`src/rtl/amstrad_ps2_pkg.sv`:
```
// Shared types and constants for the PS/2 keyboard receiver.
package amstrad_ps2_pkg;

  typedef enum logic [1:0] {
    ST_IDLE,
    ST_DATA,
    ST_PARITY,
    ST_STOP
  } rx_state_t;

  localparam logic [7:0] CODE_E0 = 8'hE0;
  localparam logic [7:0] CODE_F0 = 8'hF0;
  localparam logic [7:0] CODE_E1 = 8'hE1;

  // Keyboard status/reply bytes that never represent a key on their own.
  localparam int unsigned NUM_NON_KEY = 8;
  localparam logic [7:0] NON_KEY_CODES [NUM_NON_KEY] = '{
    8'h00, 8'hAA, 8'hEE, 8'hFA, 8'hFC, 8'hFD, 8'hFE, 8'hFF
  };

  function automatic logic is_non_key(input logic [7:0] code);
    logic hit;
    hit = 1'b0;
    for (int unsigned i = 0; i < NUM_NON_KEY; i++) begin
      if (NON_KEY_CODES[i] == code) hit = 1'b1;
    end
    return hit;
  endfunction

endpackage

```
`src/rtl/ps2_key_rx_if.sv`:
```
// Key event bus produced by the PS/2 receiver.
interface ps2_key_rx_if;
  logic       key_strobe;
  logic       key_pressed;
  logic       key_extended;
  logic [7:0] key_code;
  logic       rx_error;

  modport master (
    output key_strobe, key_pressed, key_extended, key_code, rx_error
  );

  modport slave (
    input key_strobe, key_pressed, key_extended, key_code, rx_error
  );
endinterface

```
`src/rtl/ps2_line_filter.sv`:
```
// Two-flop synchroniser followed by a run-length glitch filter.
module ps2_line_filter #(
  parameter int unsigned FILTER_LEN = 8
) (
  input  logic clk,
  input  logic reset_n,
  input  logic line_i,
  output logic line_o
);

  localparam int unsigned CW = $clog2(FILTER_LEN + 1);
  localparam logic [CW-1:0] LAST = CW'(FILTER_LEN - 1);

  logic          sync1;
  logic          sync2;
  logic [CW-1:0] cnt;

  // Bring the asynchronous line into the clk domain.
  always_ff @(posedge clk) begin
    if (!reset_n) begin
      sync1 <= 1'b1;
      sync2 <= 1'b1;
    end else begin
      sync1 <= line_i;
      sync2 <= sync1;
    end
  end

  // Accept a new level only after FILTER_LEN consecutive differing samples.
  always_ff @(posedge clk) begin
    if (!reset_n) begin
      cnt    <= '0;
      line_o <= 1'b1;
    end else if (sync2 == line_o) begin
      cnt <= '0;
    end else if (cnt == LAST) begin
      cnt    <= '0;
      line_o <= sync2;
    end else begin
      cnt <= cnt + CW'(1);
    end
  end

endmodule

```
`src/rtl/ps2_key_rx.sv`:
```
// PS/2 set-2 keyboard receiver: frame capture plus make/break/prefix decode.
module ps2_key_rx
  import amstrad_ps2_pkg::*;
#(
  parameter int unsigned FILTER_LEN = 8,
  parameter int unsigned TIMEOUT    = 40000
) (
  input  logic         clk,
  input  logic         reset_n,
  input  logic         ps2_clk_i,
  input  logic         ps2_data_i,
  ps2_key_rx_if.master key
);

  localparam int unsigned TW = (TIMEOUT > 1) ? $clog2(TIMEOUT) : 1;
  localparam logic [TW-1:0] TMO_LAST = TW'(TIMEOUT - 1);

  logic          fclk, fdata, fclk_q, fall;
  rx_state_t     state, state_nxt;
  logic [2:0]    bit_cnt;
  logic [7:0]    shreg;
  logic          par_bit;
  logic [TW-1:0] tmo_cnt;
  logic          timeout, par_ok;
  logic          start_en, shift_en, par_en, byte_done, frame_err;
  logic          valid_q, err_q;
  logic [7:0]    byte_q;
  logic          ext, brk;
  logic [2:0]    skip;
  logic          strobe_r, error_r, pressed_r, extended_r;
  logic [7:0]    code_r;

  ps2_line_filter #(.FILTER_LEN(FILTER_LEN)) u_clk_filt (
    .clk(clk), .reset_n(reset_n), .line_i(ps2_clk_i), .line_o(fclk)
  );

  ps2_line_filter #(.FILTER_LEN(FILTER_LEN)) u_data_filt (
    .clk(clk), .reset_n(reset_n), .line_i(ps2_data_i), .line_o(fdata)
  );

  // Previous filtered clock, for falling-edge detection.
  always_ff @(posedge clk) begin
    if (!reset_n) fclk_q <= 1'b1;
    else          fclk_q <= fclk;
  end

  assign fall    = fclk_q & ~fclk;
  assign timeout = (state != ST_IDLE) && (tmo_cnt == TMO_LAST);
  assign par_ok  = ^{shreg, par_bit};

  // Frame state register.
  always_ff @(posedge clk) begin
    if (!reset_n) state <= ST_IDLE;
    else          state <= state_nxt;
  end

  // Next-state logic; a timeout overrides any edge in the same cycle.
  always_comb begin
    state_nxt = state;
    if (timeout) begin
      state_nxt = ST_IDLE;
    end else if (fall) begin
      unique case (state)
        ST_IDLE:   if (!fdata) state_nxt = ST_DATA;
        ST_DATA:   if (bit_cnt == 3'd7) state_nxt = ST_PARITY;
        ST_PARITY: state_nxt = ST_STOP;
        ST_STOP:   state_nxt = ST_IDLE;
        default:   state_nxt = ST_IDLE;
      endcase
    end
  end

  // FSM outputs: datapath enables and end-of-frame result.
  always_comb begin
    start_en  = 1'b0;
    shift_en  = 1'b0;
    par_en    = 1'b0;
    byte_done = 1'b0;
    frame_err = timeout;
    if (fall && !timeout) begin
      unique case (state)
        ST_IDLE:   start_en = ~fdata;
        ST_DATA:   shift_en = 1'b1;
        ST_PARITY: par_en   = 1'b1;
        ST_STOP: begin
          byte_done = fdata & par_ok;
          frame_err = ~(fdata & par_ok);
        end
        default: ;
      endcase
    end
  end

  // Bit counter, shift register, parity bit and inactivity timer.
  always_ff @(posedge clk) begin
    if (!reset_n) begin
      bit_cnt <= '0;
      shreg   <= '0;
      par_bit <= 1'b0;
      tmo_cnt <= '0;
    end else begin
      if (start_en) bit_cnt <= '0;
      if (shift_en) begin
        bit_cnt <= bit_cnt + 3'd1;
        shreg   <= {fdata, shreg[7:1]};
      end
      if (par_en) par_bit <= fdata;
      if (fall || timeout || state == ST_IDLE) tmo_cnt <= '0;
      else                                     tmo_cnt <= tmo_cnt + TW'(1);
    end
  end

  // Pipeline stage between frame capture and decode.
  always_ff @(posedge clk) begin
    if (!reset_n) begin
      valid_q <= 1'b0;
      err_q   <= 1'b0;
      byte_q  <= '0;
    end else begin
      valid_q <= byte_done;
      err_q   <= frame_err;
      if (byte_done) byte_q <= shreg;
    end
  end

  // Prefix/pause decode and key event outputs.
  always_ff @(posedge clk) begin
    if (!reset_n) begin
      ext        <= 1'b0;
      brk        <= 1'b0;
      skip       <= '0;
      strobe_r   <= 1'b0;
      error_r    <= 1'b0;
      pressed_r  <= 1'b0;
      extended_r <= 1'b0;
      code_r     <= '0;
    end else begin
      strobe_r <= 1'b0;
      error_r  <= 1'b0;
      if (err_q) begin
        error_r <= 1'b1;
        ext     <= 1'b0;
        brk     <= 1'b0;
        skip    <= '0;
      end else if (valid_q) begin
        if (skip != 3'd0) begin
          skip <= skip - 3'd1;
        end else if (byte_q == CODE_E1) begin
          skip <= 3'd7;
        end else if (byte_q == CODE_E0) begin
          ext <= 1'b1;
        end else if (byte_q == CODE_F0) begin
          brk <= 1'b1;
        end else if (!(is_non_key(byte_q) && !ext && !brk)) begin
          code_r     <= byte_q;
          pressed_r  <= ~brk;
          extended_r <= ext;
          strobe_r   <= 1'b1;
          ext        <= 1'b0;
          brk        <= 1'b0;
        end
      end
    end
  end

  assign key.key_strobe   = strobe_r;
  assign key.rx_error     = error_r;
  assign key.key_pressed  = pressed_r;
  assign key.key_extended = extended_r;
  assign key.key_code     = code_r;

endmodule

```
`src/flat_wrapper.sv`:
```
// flat-port wrapper written by rule: the top's interface ports become plain ports
module ps2_key_rx_flat import amstrad_ps2_pkg::*;
#(
  parameter int unsigned FILTER_LEN = 8,
  parameter int unsigned TIMEOUT    = 40000
)
  (clk, reset_n, ps2_clk_i, ps2_data_i, key_key_strobe, key_key_pressed, key_key_extended, key_key_code, key_rx_error);
  ps2_key_rx_if key_i ();
  input  logic clk;
  input  logic reset_n;
  input  logic ps2_clk_i;
  input  logic ps2_data_i;
  output wire logic [$bits(key_i.key_strobe)-1:0] key_key_strobe;
  output wire logic [$bits(key_i.key_pressed)-1:0] key_key_pressed;
  output wire logic [$bits(key_i.key_extended)-1:0] key_key_extended;
  output wire logic [$bits(key_i.key_code)-1:0] key_key_code;
  output wire logic [$bits(key_i.rx_error)-1:0] key_rx_error;
  assign key_key_strobe = key_i.key_strobe;
  assign key_key_pressed = key_i.key_pressed;
  assign key_key_extended = key_i.key_extended;
  assign key_key_code = key_i.key_code;
  assign key_rx_error = key_i.rx_error;
  ps2_key_rx #(.FILTER_LEN(FILTER_LEN), .TIMEOUT(TIMEOUT)) u_core (.clk(clk), .reset_n(reset_n), .ps2_clk_i(ps2_clk_i), .ps2_data_i(ps2_data_i), .key(key_i));
endmodule
```
`config.mk`:
```
export PLATFORM = sky130hd
export DESIGN_NAME = ps2_key_rx_flat
export DESIGN_NICKNAME = d
export VERILOG_FILES = /design/src/rtl/amstrad_ps2_pkg.sv /design/src/rtl/ps2_key_rx_if.sv /design/src/rtl/ps2_line_filter.sv /design/src/rtl/ps2_key_rx.sv /design/src/flat_wrapper.sv
export SDC_FILE = /design/constraint.sdc
export NUM_CORES = 1
export LEC_CHECK = 0
export CAP_MARGIN = 20
export CORE_MARGIN = 4
export CORE_UTILIZATION = 50
export DETAILED_ROUTE_END_ITERATION = 6
export PLACE_DENSITY = 0.68
export SYNTH_ARGS = -nofsm -noshare
export SYNTH_HDL_FRONTEND = slang
export SYNTH_SLANG_ARGS = --single-unit
```
`constraint.sdc`:
```
create_clock -name clk -period 2.9 [get_ports clk]
set_input_delay 0.87 -clock clk [delete_from_list [all_inputs] [get_ports clk]]
set_output_delay 0.87 -clock clk [all_outputs]
set_load 0.02 [all_outputs]
```
==> run_results.csv, run 1 <==
group,metric,value,unit
cts,path_clk_slew,0.07,ns
placement,dp_hpwl,3850,µm
layout,drive_gt1_share,6.72,%
layout,synthToLayoutAreaGrowth,15.1,%
cts,clkLatencyLatePin,0.35,ns
drt,wl,5550,µm
worst_setup_path,critPathRequiredTime,3.12,ns
layout,fin_area,3600,µm²
logic_synthesis,synth_warnings,0,
die,dieArea,7590,µm²
cts,postCtsHoldBufs,0,
drt,drc,0,
global_route,grt_max_degree,32,
die,initial_core_util,52.3,%
drt,final_antenna_net_count,0,
drt,drtIter0Drc,99,
logic_synthesis,ys_types,44,
sta,post-route-period-util,78.6,%
cts,post_cts_buffers,0,
cts,cts.repair.resized,0,
worst_setup_path,cp_cell_sequence,"inv_1 > ha_1 > or4bb_1 > or4_4 > nand2_1 > nor2_1",
cts,cts.path.max_buffers,2,
cts,numCtsBuffers,9,
logic_synthesis,yosysSeqAreaShare,46.0,%
logic_synthesis,syn_area,3130,µm²
sta,hold_ws,0.413,ns
worst_setup_path,path_buf_inv,1,
worst_setup_path,critPathArrivalTime,2.50,ns
drt,firstDrtPassIters,4,
logic_synthesis,synthArstFlopShare,0,%
sta,setup_viol,0,
logic_synthesis,synth_commonest_cells,"dfxtp_1, nor2_1, nand2_1",
worst_setup_path,worstSetupPathType,"flip-flop to flip-flop",
sta,setup_slack,0.620,ns
global_route,gr-total-overflow,0,
logic_synthesis,ys_top_cells_by_area,"dfxtp_1, mux2i_1, ha_1",
placement,placed_area,3350,µm²
global_route,antenna_found_initial,0,
layout,diodes,0,
status,status,"completed",
logic_synthesis,synthDominantCellAreaShare,46.0,%
sta,hold_viol_final,0,
run,maxCapViolations,0,
sta,fmax,0.439,GHz
layout,stdcell_count,432,
logic_synthesis,yosysMostFrequentCell,"dfxtp_1",
cts,root_buffer,"clkbuf_8",
hold_path,worstHoldPathType,"flip-flop to flip-flop",
sta,slew_viol_final,0,
worst_setup_path,start_kind,"flip-flop",
global_route,grt_pass1_vias,2169,
logic_synthesis,synth_ff_type,"dfxtp_1",
die,ios,16,
die,die_h,87.1,µm
logic_synthesis,synthesis.nets,351,
global_route,track_usage,16.4,%
sta,clock_skew,0.00544,ns
sta,tightest_slew,0.566,ns
worst_setup_path,cpPeakStageDelay,0.50,ns
placement,gp_congestion,0.793,
drt,wl_per_cell,12.8,µm
sta,rsz0062_at_grt,"false",
placement,portBuffers,15,
global_route,grt_pass1_wl,9760,µm
layout,utilization,60.2,%
sta,slew-limit-headroom,62.2,%
logic_synthesis,avgSynthCellArea,9.34,µm²
worst_setup_path,critPathTopFamily,"simple AND/OR/NAND/NOR gates",
sta,fin_setup_tns,0,ns
cts,cts_max_level,3,
drt,vias,2275,
logic_synthesis,synth_edf_count,0,
logic_synthesis,ys_seq_elements,72,
power,cellPowerDensity,564,nW/µm²
drt,routed_via_density,5.27,
sta,min_period,2.28,ns
cts,cts_sinks,72,
die,dieWidth,87.1,µm
power,leakage,1.30,nW
die,num_rows,28,
logic_synthesis,synth_top_area_cell,"dfxtp_1",
power,p_total,2.03,mW
power,peakVddDrop,0.337,mV
placement,dp_slack,0.599,ns
worst_setup_path,endpoint_kind,"flip-flop",
worst_setup_path,cp_slowest_cell,"or4bb_1",
worst_setup_path,crit_fanout,15,
cts,cts_tree,"yes",
logic_synthesis,synthCells,335,
layout,nNetsFinal,369,
placement,dp_cells,417,
die,core-area,5990,µm²
==> final timing paths <==
kind	depth (start not counted)	from	slack, ns	endpoint
worst max-delay path	6	u_core.state[0]$_SDFFE_PP0P_	0.62	u_core.tmo_cnt[15]$_SDFF_PP0_
worst min-delay path	1	u_core.u_data_filt.sync1$_SDFF_PN1_	0.41	u_core.u_data_filt.sync2$_SDFF_PN1_
worst max register to register	6	u_core.state[0]$_SDFFE_PP0P_	0.62	u_core.tmo_cnt[15]$_SDFF_PP0_
worst min register to register	1	u_core.u_data_filt.sync1$_SDFF_PN1_	0.41	u_core.u_data_filt.sync2$_SDFF_PN1_
==> area by class of cell <==
cell class | count | area (µm²)
fillers | 497 | 2390
multi-input cells | 242 | 1600
flip-flops and latches | 72 | 1440
repair buffers | 18 | 173
clock inverters | 6 | 133
clock buffers | 9 | 124
well taps | 75 | 93.8
inverters | 10 | 37.5
==> layout by cell type (no fill, tap or decap), drive strengths merged, types with 2 or more instances in the layout <==
| cell | n |
|---|---|
| a211o | 3 |
| a211oi | 5 |
| a21oi | 13 |
| a22oi | 3 |
| a311oi | 2 |
| and2 | 2 |
| and3 | 6 |
| and4 | 3 |
| buf | 3 |
| bufinv | 4 |
| clkbuf | 9 |
| clkdlybuf4s50 | 15 |
| dfxtp | 72 |
| ha | 12 |
| inv | 10 |
| mux2i | 20 |
| nand2 | 30 |
| nand2b | 9 |
| nand3 | 22 |
| nand3b | 3 |
| nand4 | 4 |
| nor2 | 36 |
| nor2b | 3 |
| nor3 | 9 |
| nor4 | 2 |
| o21a | 3 |
| o21ai | 14 |
| or4b | 2 |
| xnor2 | 8 |
| xor2 | 17 |
==> where the power goes <==
| part | switching, mW | total, mW | internal [mW] |
|---|---|---|---|
| sequential | 0.00156 | 0.993 | 0.991 |
| clock | 0.365 | 1.02 | 0.652 |
| combinational | 0.0157 | 0.0240 | 0.00829 |
| total | 0.382 | 2.03 | 1.65 |
==> layer usage <==
metal	share of wire [%]	up-vias	global-route usage, %
met3	3.2	10	4.82
met1	47	1047	19.3
met2	47	24	27.3
met5	0	-	0
met4	2.1	0	7.95
li1	-	1194	-
==> flip-flops by register name, indices dropped and copies added, names as in the netlist, 2 cells and up <==
signal	cells
u_core.tmo_cnt	16
u_core.key.key_code	8
u_core.byte_q	8
u_core.u_data_filt.cnt	4
u_core.u_clk_filt.cnt	4
u_core.state	2
u_core.skip	3
u_core.bit_cnt	3
u_core.shreg	8
==> logic make-up after synthesis <==
group | after synthesis | share of synthesized area, %
AOI/OAI and AO/OA | 46 | 9.27
and+or+nand+nor | 138 | 23.0
xor gates and xnor gates | 26 | 7.71
adders and majority gates | 12 | 4.80
muxes | 20 | 6.39
buffers and inverters | 21 | 2.80
DFF | 72 | 46.0
Power figures use the tool's default switching activity.
==> run 2, diff against run 1 <==
- PLACE_DENSITY: 0.68 -> 0.71
- clock period: 2.9 -> 1.8 ns (I/O delays scaled with it)
==> run 2 against run 1 <==
The run now ends with negative setup slack left. Non-clock buffer count up 33. Clock skew up 0.0059 ns. Setup slack worse by 0.89 ns. Global-route usage up 1.5 points. Final cell count up 8.1%. Clock-buffer cell count up 1. Worst hold slack better by 0.0017 ns. Register-to-register slack worse by 0.89 ns. Total power up 42%. Design area up 6.8%. Via count up 6.2%. Combinational power up 90%. Largest power group is now sequential cells. Highest routed layer unchanged.
==> run_results.csv, run 2 (same netlist as run 1, synthesis figures left out) <==
group,metric,value,unit
layout,drive_gt1_share,18.1,%
worst_setup_path,path_buf_inv,1,
worst_setup_path,r2r_start,"u_core.tmo_cnt[8]$_SDFF_PP0_",
layout,final_common_cell,"dfxtp_1",
worst_setup_path,r2r-end,"u_core.shreg[0]$_SDFFE_PN0P_",
layout,nNetsFinal,403,
die,die_h,87.1,µm
global_route,antenna_found_initial,0,
worst_setup_path,critPathArrivalTime,2.30,ns
worst_setup_path,ff2ff_setup_slack,-0.27,ns
placement,dp_hpwl,4240,µm
worst_setup_path,endpoint_kind,"flip-flop",
power,p_total,2.88,mW
cts,cts_tree,"yes",
hold_path,whs_path_depth,1,
sta,setup_slack,-0.266,ns
power,leakage,1.51,nW
worst_setup_path,cpPeakStageDelay,0.54,ns
drt,firstDrtPassIters,4,
sta,fmax,0.484,GHz
global_route,grt_pass1_vias,2404,
hold_path,hp-start,"u_core.u_data_filt.sync1$_SDFF_PN1_",
die,ios,16,
layout,diodes,0,
global_route,grt_max_degree,24,
worst_setup_path,start_kind,"flip-flop",
power,p_switching,0.630,mW
global_route,track_usage,17.9,%
sta,setup_viol,40,
drt,drtIter0Drc,87,
status,failed_checks,"negative setup slack",
drt,vias,2415,
worst_setup_path,crit_fanout,6,
hold_path,whs_endpoint,"u_core.u_data_filt.sync2$_SDFF_PN1_",
worst_setup_path,reg2regPathDepth,6,
run,maxCapViolations,0,
global_route,grt_pass1_wl,10600,µm
sta,rsz0062_at_grt,"true",
power,pwr-share-clk,42.9,%
sta,hold_viol_final,0,
die,dieArea,7590,µm²
power,cellPowerDensity,748,nW/µm²
layout,utilization,64.2,%
sta,post-route-period-util,115,%
sta,min_period,2.07,ns
power,p_seq_share,55.6,%
worst_setup_path,critPathRequiredTime,2.04,ns
cts,root_buffer,"clkbuf_8",
placement,dp_slack,-0.288,ns
sta,slew-limit-headroom,65.5,%
cts,clkLatencyLatePin,0.35,ns
layout,synthToLayoutAreaGrowth,22.9,%
layout,largest_register_ff_count,16,
power,p_comb_share,1.6,%
cts,cts_sinks,72,
die,dieWidth,87.1,µm
drt,drc,0,
cts,path_clk_slew,0.08,ns
drt,routed_via_density,5.17,
drt,wl_per_cell,13.0,µm
sta,tightest_slew,0.516,ns
layout,nFillCells,497,
worst_setup_path,critPathTopFamily,"simple AND/OR/NAND/NOR gates",
sta,hold_ws,0.415,ns
die,initial_core_util,52.3,%
cts,numCtsBuffers,9,
sta,clock_skew,0.0113,ns
worst_setup_path,cp_slowest_cell,"or4b_4",
hold_path,worstHoldPathType,"flip-flop to flip-flop",
die,num_rows,28,
layout,largest-register,"u_core.tmo_cnt",
die,core-area,5990,µm²
cts,postCtsHoldBufs,0,
status,status,"finished, violations left",
cts,cts.path.max_buffers,2,
worst_setup_path,cp_cell_sequence,"or4b_4 > buf_6 > or4_4 > and3_4 > mux2i_1 > nor2_1",
power,netSwitchingFraction,21.9,%
cts,cts_max_level,3,
sta,slew_viol_final,0,
layout,mostFrequentLayoutCells,"dfxtp_1, nor2_1, buf_4, nand2_1, nand3_1",
placement,gp_congestion,0.797,
global_route,gr-total-overflow,0,
power,intPower,2.25,mW
placement,portBuffers,15,
drt,wl,6050,µm
worst_setup_path,worstSetupPathType,"flip-flop to flip-flop",
power,peakVddDrop,0.526,mV
drt,final_antenna_net_count,0,
-- run 2: cell types whose count changed in the layout (fill, tap and decap cells not counted), moves of 3 or more --
| cell | previous run | this run |
|---|---|---|
| bufinv_16 | 4 | 1 |
| dlygate4sd2_1 | 0 | 12 |
| dfxtp_1 | 72 | 69 |
| dfxtp_2 | 0 | 3 |
| buf_4 | 3 | 33 |
| clkdlybuf4s50_1 | 15 | 3 |
-- run 2: worst max-delay path by stage --
stage	from	endpoint	slack [ns]	cells past startpoint
detailed placement	u_core.state[0]$_SDFFE_PP0P_	u_core.shreg[6]$_SDFFE_PN0P_	-0.29	7
global route	u_core.state[0]$_SDFFE_PP0P_	u_core.shreg[6]$_SDFFE_PN0P_	-0.34	7
floorplan	u_core.state[1]$_SDFFE_PP0P_	u_core.bit_cnt[1]$_SDFFE_PN0P_	-0.34	8
CTS	u_core.tmo_cnt[8]$_SDFF_PP0_	u_core.byte_q[6]$_SDFFE_PN0P_	-0.28	6
global placement	u_core.tmo_cnt[8]$_SDFF_PP0_	u_core.byte_q[5]$_SDFFE_PN0P_	-0.25	6
finish	u_core.tmo_cnt[8]$_SDFF_PP0_	u_core.shreg[0]$_SDFFE_PN0P_	-0.27	6
-- run 2: area by class of cell --
type | count | area, µm² | area share (%)
clock inverter | 6 | 60.1 | 1.56
clock buffer | 10 | 128 | 3.32
tap | 75 | 93.8 | 2.44
sequential | 72 | 1450 | 37.5
timing repair buffer | 51 | 434 | 11.3
multi-input combinational | 243 | 1650 | 42.9
inverter | 10 | 37.5 | 0.975
-- run 2: stage by stage --
step           instances  setup TNS (ns)  instance area (µm²)
2_1_floorplan        335           -7.16                 3160
5_1_grt              467           -9.12                 3850
3_5_place_dp         447           -7.68                 3620
6_report             467           -6.67                 3850
4_1_cts              465           -7.60                 3830
3_3_place_gp         447           -6.72                 3620
-- run 2: repair_timing --
| action | in CTS | in global routing |
|---|---|---|
| cloned | 1 | 0 |
| resized for setup | 17 | 2 |
| pin swaps | 4 | 6 |
| setup endpoints to repair | 51 | 45 |
| buffers inserted | 1 | 2 |
-- run 2: power groups by stage --
| stage | Clock [mW] | Combinational (mW) | Sequential (mW) |
|---|---|---|---|
| finish | 1.23 | 0.0457 | 1.60 |
| global route | 1.34 | 0.0499 | 1.60 |
| CTS | 1.27 | 0.0458 | 1.60 |
| detailed placement | 0 | 0.0454 | 1.64 |
| global placement | 0 | 0.0453 | 1.64 |
| floorplan | 0 | 0.0235 | 1.64 |
-- run 2: layer usage --
| layer | global-route usage (%) | wire, µm | up-vias |
|---|---|---|---|
| met3 | 4.64 | 202 | 14 |
| met4 | 8.93 | 121 | 0 |
| met1 | 20.5 | 2800 | 1108 |
| li1 | - | - | 1264 |
| met2 | 30.6 | 2930 | 29 |
| met5 | 0 | 0 | - |
-- run 2: worst register-to-register path: stages, from the launching register on --
cell and delay, ns:
dfxtp_2 0.32, or4b_4 0.54, buf_6 0.13, or4_4 0.53, and3_4 0.22, mux2i_1 0.16
nor2_1 0.06
